[config.mk]
export PLATFORM = sky130hd
export DESIGN_NAME = pip_stage_elastic
export DESIGN_NICKNAME = d
export VERILOG_FILES = /design/src/rtl/pip_pkg.sv /design/src/rtl/pip_sat_cnt.sv /design/src/rtl/pip_stage_elastic.sv
export SDC_FILE = /design/constraint.sdc
export NUM_CORES = 1
export LEC_CHECK = 0
export BUFFER_PORTS_ARGS = -buffer_cell sky130_fd_sc_hd__buf_2
export CAP_MARGIN = 0
export CORE_MARGIN = 2
export CORE_UTILIZATION = 58
export DETAILED_ROUTE_END_ITERATION = 12
export HOLD_SLACK_MARGIN = 0.12
export PLACE_DENSITY_LB_ADDON = 0.2
export SLEW_MARGIN = 20
export SYNTH_ARGS = -nofsm -noshare
export SYNTH_HDL_FRONTEND = slang
export SYNTH_SLANG_ARGS = --single-unit
[constraint.sdc]
create_clock -name clk_i -period 2.8 [get_ports clk_i]
set_input_delay 0.56 -clock clk_i [delete_from_list [all_inputs] [get_ports clk_i]]
set_output_delay 0.56 -clock clk_i [all_outputs]
set_load 0.02 [all_outputs]
[src/rtl/pip_pkg.sv]
`default_nettype none
// ============================================================================
// Module      : pip_pkg
// Description : Shared types and default widths for the elastic pipeline
//               stages (decode / execute boundary).
// Revision    : 1.0 - initial release
// ============================================================================
package pip_pkg;

  localparam int unsigned c_data_w = 128;
  localparam int unsigned c_ctrl_w = 16;
  localparam int unsigned c_cnt_w  = 16;

  typedef enum logic [1:0] {
    EMPTY = 2'd0,
    FULL  = 2'd1,
    SKID  = 2'd2
  } stage_state_t;

  // Control bundle carried alongside an instruction; packs to c_ctrl_w bits.
  typedef struct packed {
    logic       reg_write;
    logic [1:0] result_src;
    logic       mem_write;
    logic       jump;
    logic       branch;
    logic [3:0] alu_control;
    logic       alu_src;
    logic [4:0] rd;
  } pip_ctrl_t;

endpackage : pip_pkg
`default_nettype wire

[src/rtl/pip_sat_cnt.sv]
`default_nettype none
// ============================================================================
// Module      : pip_sat_cnt
// Description : Parametrised up-counter that saturates at all-ones.
// Revision    : 1.0 - initial release
// ============================================================================
module pip_sat_cnt #(
  parameter int unsigned WIDTH = 16
) (
  input  logic             clk_i,
  input  logic             rst_ni,
  input  logic             i_inc,
  output logic [WIDTH-1:0] o_cnt
);

  localparam logic [WIDTH-1:0] c_max = {WIDTH{1'b1}};

  logic [WIDTH-1:0] r_cnt;

  always_ff @(posedge clk_i or negedge rst_ni) begin
    if (!rst_ni) begin
      r_cnt <= '0;
    end else if (i_inc && (r_cnt != c_max)) begin
      r_cnt <= r_cnt + 1'b1;
    end
  end

  assign o_cnt = r_cnt;

endmodule : pip_sat_cnt
`default_nettype wire

[src/rtl/pip_stage_elastic.sv]
`default_nettype none
// ============================================================================
// Module      : pip_stage_elastic
// Description : Valid/ready pipeline register with optional two-entry skid
//               buffer, synchronous flush and back-pressure stall counter.
// Revision    : 1.0 - initial release
// ============================================================================
module pip_stage_elastic
  import pip_pkg::*;
#(
  parameter int unsigned DATA_W  = c_data_w,
  parameter int unsigned CTRL_W  = c_ctrl_w,
  parameter int unsigned SKID_EN = 1,
  parameter int unsigned CNT_W   = c_cnt_w
) (
  input  logic              clk_i,
  input  logic              rst_ni,
  input  logic              valid_i,
  output logic              ready_o,
  input  logic [CTRL_W-1:0] ctrl_i,
  input  logic [DATA_W-1:0] data_i,
  input  logic              flush_i,
  output logic              valid_o,
  input  logic              ready_i,
  output logic [CTRL_W-1:0] ctrl_o,
  output logic [DATA_W-1:0] data_o,
  output logic [CNT_W-1:0]  stall_cnt_o
);

  stage_state_t r_state;
  stage_state_t w_state_nxt;

  logic [CTRL_W-1:0] r_main_ctrl;
  logic [DATA_W-1:0] r_main_data;
  logic [CTRL_W-1:0] r_skid_ctrl;
  logic [DATA_W-1:0] r_skid_data;

  logic w_valid;
  logic w_ready;
  logic w_in_xfer;
  logic w_out_xfer;
  logic w_load_in;
  logic w_load_skid;
  logic w_pop_skid;
  logic w_clr_ctrl;

  assign w_valid    = (r_state != EMPTY);
  assign w_in_xfer  = valid_i && w_ready;
  assign w_out_xfer = w_valid && ready_i;

  generate
    if (SKID_EN != 0) begin : g_ready_skid
      // Registered ready: depends only on the next state, never on ready_i.
      logic r_ready;
      always_ff @(posedge clk_i or negedge rst_ni) begin
        if (!rst_ni) begin
          r_ready <= 1'b1;
        end else begin
          r_ready <= (w_state_nxt != SKID);
        end
      end
      assign w_ready = r_ready;
    end else begin : g_ready_pass
      assign w_ready = !w_valid || ready_i;
    end
  endgenerate

  always_comb begin
    w_state_nxt = r_state;
    w_load_in   = 1'b0;
    w_load_skid = 1'b0;
    w_pop_skid  = 1'b0;
    w_clr_ctrl  = 1'b0;
    if (flush_i) begin
      w_state_nxt = EMPTY;
      w_clr_ctrl  = 1'b1;
    end else begin
      case (r_state)
        EMPTY: begin
          if (w_in_xfer) begin
            w_state_nxt = FULL;
            w_load_in   = 1'b1;
          end
        end
        FULL: begin
          if (w_in_xfer && w_out_xfer) begin
            w_load_in = 1'b1;
          end else if (w_in_xfer && (SKID_EN != 0)) begin
            w_state_nxt = SKID;
            w_load_skid = 1'b1;
          end else if (w_out_xfer) begin
            w_state_nxt = EMPTY;
            w_clr_ctrl  = 1'b1;
          end
        end
        SKID: begin
          if (w_out_xfer) begin
            w_state_nxt = FULL;
            w_pop_skid  = 1'b1;
          end
        end
        default: begin
          w_state_nxt = EMPTY;
          w_clr_ctrl  = 1'b1;
        end
      endcase
    end
  end

  always_ff @(posedge clk_i or negedge rst_ni) begin
    if (!rst_ni) begin
      r_state <= EMPTY;
    end else begin
      r_state <= w_state_nxt;
    end
  end

  // Main ctrl is cleared whenever the stage empties so a bubble reads as NOP.
  always_ff @(posedge clk_i or negedge rst_ni) begin
    if (!rst_ni) begin
      r_main_ctrl <= '0;
      r_main_data <= '0;
      r_skid_ctrl <= '0;
      r_skid_data <= '0;
    end else begin
      if (w_load_in) begin
        r_main_ctrl <= ctrl_i;
        r_main_data <= data_i;
      end else if (w_pop_skid) begin
        r_main_ctrl <= r_skid_ctrl;
        r_main_data <= r_skid_data;
      end else if (w_clr_ctrl) begin
        r_main_ctrl <= '0;
      end
      if (w_load_skid) begin
        r_skid_ctrl <= ctrl_i;
        r_skid_data <= data_i;
      end
    end
  end

  pip_sat_cnt #(
    .WIDTH (CNT_W)
  ) u_stall_cnt (
    .clk_i  (clk_i),
    .rst_ni (rst_ni),
    .i_inc  (w_valid && !ready_i),
    .o_cnt  (stall_cnt_o)
  );

  assign ready_o = w_ready;
  assign valid_o = w_valid;
  assign ctrl_o  = r_main_ctrl;
  assign data_o  = r_main_data;

endmodule : pip_stage_elastic
`default_nettype wire

==> qor.csv, run 1 <==
stage,metric,value,unit
global_routing,initial antenna violation count,9,
detailed_routing,drt wl/cell,18.5,um
critical_path,crit path cell chain,nand3b_1 -> nor3_4 -> buf_12 -> mux2_2 -> mux2_2,
sta,Final Slew Violations,0,
synth,Syn Area/Cell,15.7,um2
sta,Max Fclk,433,MHz
critical_path,critical path startpoint category,register,
detailed_routing,DRT antenna net count,0,
critical_path,CP Data Arrival Time,2.73,ns
power_and_ir_drop,worst vdd ir,0.652,mV
clocking,clock sinks,307,
critical_path,Worst Setup End Kind,register,
clocking,post-CTS resize count,0,
clocking,root buf cell,clkbuf_16,
power_and_ir_drop,Sw Share,30.8,%
synth,Post-Syn Nets,1011,
final_layout,fin area,0.0165,mm2
power_and_ir_drop,Reg power frac,43.6,%
place,port bufs,310,
critical_path,WP buf/inv,1,
detailed_routing,via/cell ratio,5.38,
power_and_ir_drop,clock share of power,26.2,%
die,row count,55,
final_layout,share of cells above drive strength 1,65.8,%
die,Die X,157,um
sta,worst slew pin tran,0.761,ns
power_and_ir_drop,Combinational Power Share,30.2,%
detailed_routing,drt pass-1 iters,4,
detailed_routing,Post-Route WL,28000,um
power_and_ir_drop,PD cells,931,mW/mm2
synth,"EDFF count, synth",0,
critical_path,cell at the slowest stage of the critical path,dfrtp_1,
place,post-detail-place hpwl,19200,um
die,die height,157,um
power_and_ir_drop,leakage dissipation,7.94,nW
final_layout,Layout area overhead,21.7,%
synth,asr flop ratio synth,100,%
critical_path,WS Path Type,reg2reg,
synth,netlist area before placement,0.0135,mm2
clocking,CTS tree,yes,
power_and_ir_drop,Psw,0.00472,W
global_routing,overflow left after global routing,0,
sta,Tcrit/Tclk final,82.5,%
die,io pins,311,
clocking,CTS H-Tree Depth,1,
clocking,TritonCTS Buffers,31,
flow_run,max_cap viols,0,
outcome,status,completed,
clocking,clock buffer depth,3,
die,die area,0.0246,mm2
sta,Slew headroom,49.2,%
clocking,clk slew on worst S/H paths,0.06,ns
critical_path,required time worst endpoint,3.22,ns
critical_path,"delay-heaviest family, CP",multiplexers,
detailed_routing,DRT iter0 DRCs,388,
synth,Post-Syn Instances,861,
sta,"Setup violations, final",0,
final_layout,Fillers,1530,
final_layout,Nets,1327,
synth,commonest register cell after synthesis,dfrtp_1,
global_routing,Tot GR Track Use,22.7,%
sta,Final Hold Violating Endpoints,0,
detailed_routing,DRC viols,0,
synth,"Seq/Total Area, Yosys",56.8,%
place,post-place instance area,0.0154,mm2
global_routing,largest net degree at the start of global routing,84,
synth,"flops & latches, synth",307,
place,routability cong.,0.781,
critical_path,CP Max Fanout,61,
hold_path,Hold Path Class,in2reg,
synth,total number of yosys warnings,0,
critical_path,CP max stage delay,0.48,ns
detailed_routing,vias,8149,
sta,unrepaired setup endpoints after global routing,no,
sta,Tmin final,2.31,ns
clocking,worst skew pair latency,0.55,ns
die,area of the core,0.0228,mm2
power_and_ir_drop,Internal,0.0106,W
sta,final clock skew,0.0134,ns
critical_path,"most used cell, CP",mux2_2,
global_routing,global-route wire length before repair,44400,um
die,Initial Util,59.4,%
sta,Fin Setup TNS,0,ns
global_routing,vias in the first global route,8594,
synth,count of different cell masters after synthesis,41,
==> placed cells by master, fill, tap and decap left out, types with 4 or more instances in the layout <==
cell	netlist	final
clkbuf_16	0	31
nand2_1	6	6
diode_2	0	4
xor2_1	11	11
buf_2	26	309
clkinv_2	0	7
dfrtp_1	306	306
mux2_4	32	32
mux2_1	6	6
nand3_1	8	7
clkbuf_8	0	10
nor3_1	4	4
nor2_1	7	6
mux2i_1	17	17
o2bb2ai_1	16	16
buf_12	1	12
mux2_2	364	364
buf_4	5	9
clkbuf_1	1	5
==> synthesized netlist by cell type, drive strengths merged, types with 3 or more instances <==
master,n,share of area [%]
nand4,3,0.19
o2bb2ai,16,1.0
mux2i,17,1.3
nor4,4,0.30
nor3,5,0.22
xor2,11,0.71
nor2,8,0.24
mux2,402,34
nand2,6,0.17
buf,48,2.7
nand3,8,0.30
dfrtp,306,57
xnor2,3,0.19
==> timing repair <==
action / 4_1_cts / 5_1_grt
hold buffers: 1 / 0
buffers inserted: 0 / 0
hold endpoints to repair: 73 / 0
==> metrics by stage <==
| step | util (%) | cells | power, W | hold WS [ns] | setup WS, ns |
|---|---|---|---|---|---|
| floorplan | - | 861 | 0.00978 | 0.264 | 0.837 |
| finish | 72.2 | 1516 | 0.0153 | 0.255 | 0.489 |
| CTS | 72.2 | 1512 | 0.0155 | 0.235 | 0.492 |
| detailed placement | 67.7 | 1456 | 0.0114 | 0.469 | 0.405 |
| global placement | 67.7 | 1456 | 0.0112 | 0.462 | 0.456 |
| global route | 72.2 | 1514 | 0.0161 | 0.239 | 0.366 |
==> cell families (layout without fill, tap and decap cells) <==
kind of cell | after synthesis | count (layout) | synth area share (%)
AOI/OAI and AO/OA | 23 | 23 | 1.55
xor gates and xnor gates | 14 | 14 | 0.907
adders and majority gates | 1 | 1 | 0.0925
buffers and inverters | 49 | 387 | 2.78
DFF | 307 | 307 | 56.8
muxes | 419 | 419 | 35.6
other | 0 | 4 | 0
and+or+nand+nor | 48 | 48 | 2.22
==> final cells by class <==
| type | count | area [um2] | share of cell area [%] |
|---|---|---|---|
| clock inverter | 9 | 73.8 | 0.449 |
| clock buffer | 46 | 932 | 5.66 |
| multi-input combinational | 505 | 5490 | 33.3 |
| antenna | 4 | 10.0 | 0.0608 |
| sequential | 307 | 7680 | 46.7 |
| timing repair buffer | 332 | 1880 | 11.4 |
| tap | 313 | 392 | 2.38 |
==> power by group through the flow <==
stage | Clock [W] | Combinational, W | Sequential (W)
floorplan | 0 | 0.00211 | 0.00767
CTS | 0.00410 | 0.00470 | 0.00668
finish | 0.00401 | 0.00463 | 0.00668
global route | 0.00429 | 0.00498 | 0.00686
global placement | 0 | 0.00456 | 0.00666
detailed placement | 0 | 0.00467 | 0.00675
==> path summary, 6_finish.rpt <==
kind	from	to	slack (ns)	depth (start not counted)
setup / recovery	r_state[1]	data_o[55]	0.49	5
max in group asynchronous	rst_ni	r_skid_data[41]	1.33	3
hold reg to reg	ctrl_o[7]	ctrl_o[7]	0.48	1
min in group asynchronous	rst_ni	r_skid_data[85]	0.63	2
setup reg to reg	r_state[1]	data_o[55]	0.49	5
hold / removal	data_i[14]	r_skid_data[14]	0.26	2
==> state kept, by name, summed over array words and instances (netlist names) <==
name,count
r_skid_ctrl,16
ready_o,1
r_skid_data,128
u_stall_cnt.o_cnt,16
data_o,128
ctrl_o,16
r_state,2
==> layer usage <==
layer / GRT usage [%] / vias up / part of all wire, %
met5: 0 / - / 0.25
met4: 5.72 / 10 / 2.6
met3: 6.95 / 55 / 7.4
met2: 38.4 / 215 / 48
met1: 28.6 / 4111 / 42
li1: - / 3758 / -
No activity file was read; power rests on OpenSTA's default activity.
==> inputs of run 2 (changes only) <==
--- a/config.mk
+++ b/config.mk
@@ -8,7 +8,7 @@
 export BUFFER_PORTS_ARGS = -buffer_cell sky130_fd_sc_hd__buf_2
 export CAP_MARGIN = 0
 export CORE_MARGIN = 2
-export CORE_UTILIZATION = 58
+export CORE_UTILIZATION = 54
 export DETAILED_ROUTE_END_ITERATION = 12
 export HOLD_SLACK_MARGIN = 0.12
 export PLACE_DENSITY_LB_ADDON = 0.2
==> constraint.sdc (replaced) <==
create_clock -name clk_i -period 2.19 [get_ports clk_i]
set_input_delay 0.438 -clock clk_i [delete_from_list [all_inputs] [get_ports clk_i]]
set_output_delay 0.438 -clock clk_i [all_outputs]
set_load 0.02 [all_outputs]
==> qor.csv, run 2 (synthesized netlist as in run 1, its figures left out) <==
stage,metric,value,unit
outcome,status,completed,
die,area of the core,0.0245,mm2
sta,Tcrit/Tclk final,95.2,%
power_and_ir_drop,worst vdd ir,0.711,mV
hold_path,WHS Path Cells,2,
global_routing,vias in the first global route,8989,
final_layout,Layout area overhead,24.2,%
critical_path,WS Path Type,reg2reg,
global_routing,largest net degree at the start of global routing,71,
detailed_routing,DRC viols,0,
final_layout,Nets,1346,
sta,Slew headroom,51.9,%
critical_path,r2r endpoint,data_o[100],
sta,"Setup violations, final",0,
clocking,clock sinks,307,
critical_path,critical path startpoint category,register,
sta,worst slew pin tran,0.720,ns
detailed_routing,vias,8338,
clocking,root buf cell,clkbuf_16,
final_layout,"commonest non-fill, non-tap cell in the layout",mux2_2,
sta,WHS,0.180,ns
die,io pins,311,
sta,unrepaired setup endpoints after global routing,no,
die,row count,57,
die,die height,162,um
critical_path,crit path to,data_o[100],
critical_path,Worst Setup End Kind,register,
hold_path,Hold Path Class,in2reg,
clocking,TritonCTS Buffers,34,
detailed_routing,DRT iter0 DRCs,415,
die,Initial Util,55.3,%
sta,Max Fclk,480,MHz
critical_path,R2R Setup Slk,0.10,ns
critical_path,CP Data Arrival Time,2.46,ns
sta,Fin Setup TNS,0,ns
detailed_routing,drt pass-1 iters,4,
critical_path,"most used cell, CP",mux2_2,
clocking,CTS tree,yes,
detailed_routing,Post-Route WL,28900,um
critical_path,critical path depth,6,
detailed_routing,via/cell ratio,5.37,
die,Die X,162,um
critical_path,cell at the slowest stage of the critical path,dfstp_2,
critical_path,CP Max Fanout,9,
global_routing,global-route wire length before repair,46900,um
critical_path,WP buf/inv,2,
critical_path,CP max stage delay,0.54,ns
global_routing,overflow left after global routing,0,
place,routability cong.,0.820,
power_and_ir_drop,PD cells,1200,mW/mm2
clocking,clk slew on worst S/H paths,0.06,ns
final_layout,most frequent cells in the layout,"mux2_2 (364), buf_2 (309), dfrtp_1 (306), clkbuf_16 (37), mux2_4 (32)",
die,die area,0.0263,mm2
flow_run,max_cap viols,0,
clocking,CTS H-Tree Depth,2,
sta,final clock skew,0.0109,ns
power_and_ir_drop,leakage dissipation,8.09,nW
detailed_routing,DRT antenna net count,0,
global_routing,Tot GR Track Use,22.1,%
clocking,clock buffer depth,3,
clocking,worst skew pair latency,0.50,ns
detailed_routing,drt wl/cell,18.6,um
critical_path,required time worst endpoint,2.56,ns
sta,Final Slew Violations,0,
critical_path,R2R depth,6,
critical_path,crit path cell chain,nand3b_1 -> nor3_4 -> buf_6 -> buf_4 -> mux2_2 -> mux2_2,
sta,Final Hold Violating Endpoints,0,
final_layout,share of cells above drive strength 1,66.1,%
place,post-detail-place hpwl,20100,um
critical_path,"delay-heaviest family, CP",multiplexers,
place,port bufs,310,
clocking,post-CTS setup repair buffer count,0,
critical_path,crit path launch,ready_o,
sta,Tmin final,2.09,ns
critical_path,worst reg2reg startpoint,ready_o,
global_routing,initial antenna violation count,12,
run 2: cell count changes in the layout (fill, tap and decap cells not counted), moves of 2 or more:
cell       delta
buf_4        +10
clkbuf_16     +6
buf_12        +5
diode_2       +5
clkbuf_1      +4
clkbuf_8      -3
clkinv_2      -2
run 2: layout make-up:
type,count,area [um2]
sequential,307,7680
fill,1751,7670
multi-input combinational,505,5490
timing repair buffer,348,2070
clock buffer,53,1060
tap,324,405
clock inverter,8,71.3
antenna,9,22.5
run 2: repair_timing:
action                     CTS  global route
gates resized for setup      0             1
hold buffers                 1             0
setup endpoints to repair    0            11
hold endpoints to repair    42             0
run 2: worst min-delay path by stage:
stage	start	endpoint	slack [ns]
2_1_floorplan	rst_ni	ctrl_o[0]	0.14
3_3_place_gp	rst_ni	data_o[83]	0.39
3_5_place_dp	rst_ni	data_o[86]	0.39
4_1_cts	data_i[19]	r_skid_data[19]	0.16
5_1_grt	data_i[46]	r_skid_data[46]	0.17
6_report	data_i[46]	r_skid_data[46]	0.18
run 2: where the power goes:
group          switching [W]  internal, W  total, W
clock                0.00219      0.00344   0.00563
combinational        0.00300      0.00298   0.00598
sequential          0.000979      0.00757   0.00855
total                0.00616       0.0140    0.0202
run 2: layer usage:
metal / track usage (%) / vias up / share of wire, %
li1: - / 3817 / -
met5: 0 / - / 0.13
met3: 6.08 / 62 / 7.2
met1: 28.5 / 4207 / 41
met4: 8.00 / 6 / 2.9
met2: 36.2 / 246 / 48
run 2: metrics by stage:
stage                     utilization, %  cells  cell area [um2]  total power [W]  worst slack, ns
after floorplan                        -    861            13500           0.0125            0.227
after global placement              63.9   1483            15600           0.0144           0.0968
after detailed placement            63.9   1483            15600           0.0147           0.0648
after CTS                           68.5   1545            16800           0.0204           0.0294
after global routing                68.6   1551            16800           0.0213           0.0108
final                               68.6   1554            16800           0.0202            0.105
==> inputs of run 3 (changes only) <==
==> constraint.sdc (replaced) <==
create_clock -name clk_i -period 1.99 [get_ports clk_i]
set_input_delay 0.398 -clock clk_i [delete_from_list [all_inputs] [get_ports clk_i]]
set_output_delay 0.398 -clock clk_i [all_outputs]
set_load 0.02 [all_outputs]
==> qor.csv, run 3 (synthesized netlist as in run 1, its figures left out) <==
stage,metric,value,unit
critical_path,WS Path Type,reg2reg,
critical_path,CP max stage delay,0.52,ns
die,row count,57,
clocking,TritonCTS Buffers,34,
die,Die X,162,um
critical_path,critical path startpoint category,register,
global_routing,vias in the first global route,8839,
detailed_routing,DRT iter0 DRCs,435,
critical_path,crit path cell chain,nand3b_1 -> nor3_4 -> buf_12 -> or2_4 -> buf_12 -> buf_12 -> mux2_2,
global_routing,Tot GR Track Use,22.0,%
final_layout,fin area,0.0174,mm2
sta,Tcrit/Tclk final,102,%
clocking,worst skew pair latency,0.50,ns
clocking,CTS tree,yes,
place,routability cong.,0.789,
detailed_routing,DRT antenna net count,0,
clocking,root buf cell,clkbuf_16,
die,Initial Util,55.3,%
critical_path,required time worst endpoint,2.37,ns
detailed_routing,drt wl/cell,19.6,um
final_layout,Util after Layout,71.1,%
flow_run,max_cap viols,0,
place,port bufs,310,
outcome,status,"finished, violations left",
die,io pins,311,
die,die area,0.0263,mm2
clocking,clock sinks,307,
global_routing,largest net degree at the start of global routing,78,
critical_path,"delay-heaviest family, CP",flip-flops,
power_and_ir_drop,PD cells,1310,mW/mm2
global_routing,initial antenna violation count,5,
final_layout,most frequent cells in the layout,"buf_2 (309), dfrtp_1 (306), mux2_2 (300), mux2_4 (98), clkbuf_16 (44)",
sta,Final Hold Violating Endpoints,0,
sta,final worst setup slack,-0.0372,ns
detailed_routing,vias,8440,
critical_path,CP Data Arrival Time,2.40,ns
detailed_routing,DRC viols,0,
global_routing,global-route wire length before repair,46600,um
sta,Final Slew Violations,0,
power_and_ir_drop,worst vdd ir,1.23,mV
detailed_routing,Post-Route WL,30800,um
final_layout,"commonest non-fill, non-tap cell in the layout",buf_2,
sta,"Setup violations, final",40,
die,area of the core,0.0245,mm2
sta,worst slew pin tran,0.488,ns
sta,Tmin final,2.03,ns
power_and_ir_drop,leakage dissipation,8.48,nW
sta,unrepaired setup endpoints after global routing,yes,
detailed_routing,via/cell ratio,5.39,
detailed_routing,drt pass-1 iters,4,
sta,Slew headroom,67.4,%
place,post-detail-place hpwl,19800,um
die,die height,162,um
critical_path,"most used cell, CP",buf_12,
sta,Max Fclk,493,MHz
final_layout,Nets,1368,
clocking,clk slew on worst S/H paths,0.06,ns
hold_path,Hold Path Class,in2reg,
critical_path,CP Max Fanout,14,
global_routing,overflow left after global routing,0,
final_layout,share of cells above drive strength 1,66.6,%
sta,final clock skew,0.0104,ns
place,post-place instance area,0.0157,mm2
critical_path,cell at the slowest stage of the critical path,dfstp_2,
critical_path,WP buf/inv,3,
outcome,failing checks,negative setup slack,
final_layout,Layout area overhead,28.6,%
clocking,CTS H-Tree Depth,2,
critical_path,Worst Setup End Kind,register,
clocking,clock buffer depth,3,
-- run 3: cell types whose count changed in the layout (fill, tap and decap cells not counted), sizes merged --
cell,change
dlygate4sd3,+1
clkinv,-1
clkinvlp,-1
buf,+14
clkbuf,+8
diode,-8
-- run 3: area by class of cell --
| type | count | area (um2) |
|---|---|---|
| fillers | 1702 | 7070 |
| clock buffers | 54 | 1060 |
| well taps | 324 | 405 |
| clock inverters | 6 | 58.8 |
| flip-flops and latches | 307 | 7680 |
| repair buffers | 370 | 2450 |
| multi-input cells | 505 | 5730 |
| diodes | 1 | 2.50 |
-- run 3: worst paths after layout --
kind	from	endpoint	slack [ns]	cells past startpoint
setup / recovery	ready_o	data_o[5]	-0.04	7
hold / removal	data_i[101]	r_skid_data[101]	0.14	2
setup reg to reg	ready_o	data_o[5]	-0.04	7
hold reg to reg	data_o[66]	data_o[66]	0.48	1
max in group asynchronous	rst_ni	ready_o	0.82	3
min in group asynchronous	rst_ni	r_skid_data[82]	0.41	2
-- run 3: repair_timing --
action | 4_1_cts | 5_1_grt
endpoints found under the setup margin | 27 | 121
buffers inserted | 1 | 3
resized for setup | 5 | 66
cloned | 0 | 9
hold buffers | 2 | 0
endpoints found under the hold margin | 45 | 0
pin swaps | 0 | 0
-- run 3: through the flow --
| stage | std cells | hold WS (ns) | setup slack [ns] | total power [W] | TNS (ns) |
|---|---|---|---|---|---|
| floorplan | 861 | 0.102 | 0.0269 | 0.0138 | 0 |
| global placement | 1491 | 0.370 | -0.0113 | 0.0159 | -0.0394 |
| detailed placement | 1491 | 0.358 | -0.0285 | 0.0161 | -0.285 |
| CTS | 1554 | 0.120 | -0.0295 | 0.0225 | -0.222 |
| global route | 1567 | 0.131 | -0.108 | 0.0239 | -6.91 |
| finish | 1567 | 0.144 | -0.0372 | 0.0228 | -0.444 |
-- run 3: per-layer routing --
layer	global-route usage, %	routed length [um]
met1	28.6	13000
met2	35.6	14900
met3	6.46	2050
met4	7.32	715
met5	0	60
-- run 3: where the power goes --
part | switching [W] | total (W) | internal [W]
Combinational | 0.00341 | 0.00711 | 0.00370
Sequential | 0.00112 | 0.00946 | 0.00834
Clock | 0.00241 | 0.00619 | 0.00378
Total | 0.00694 | 0.0228 | 0.0158
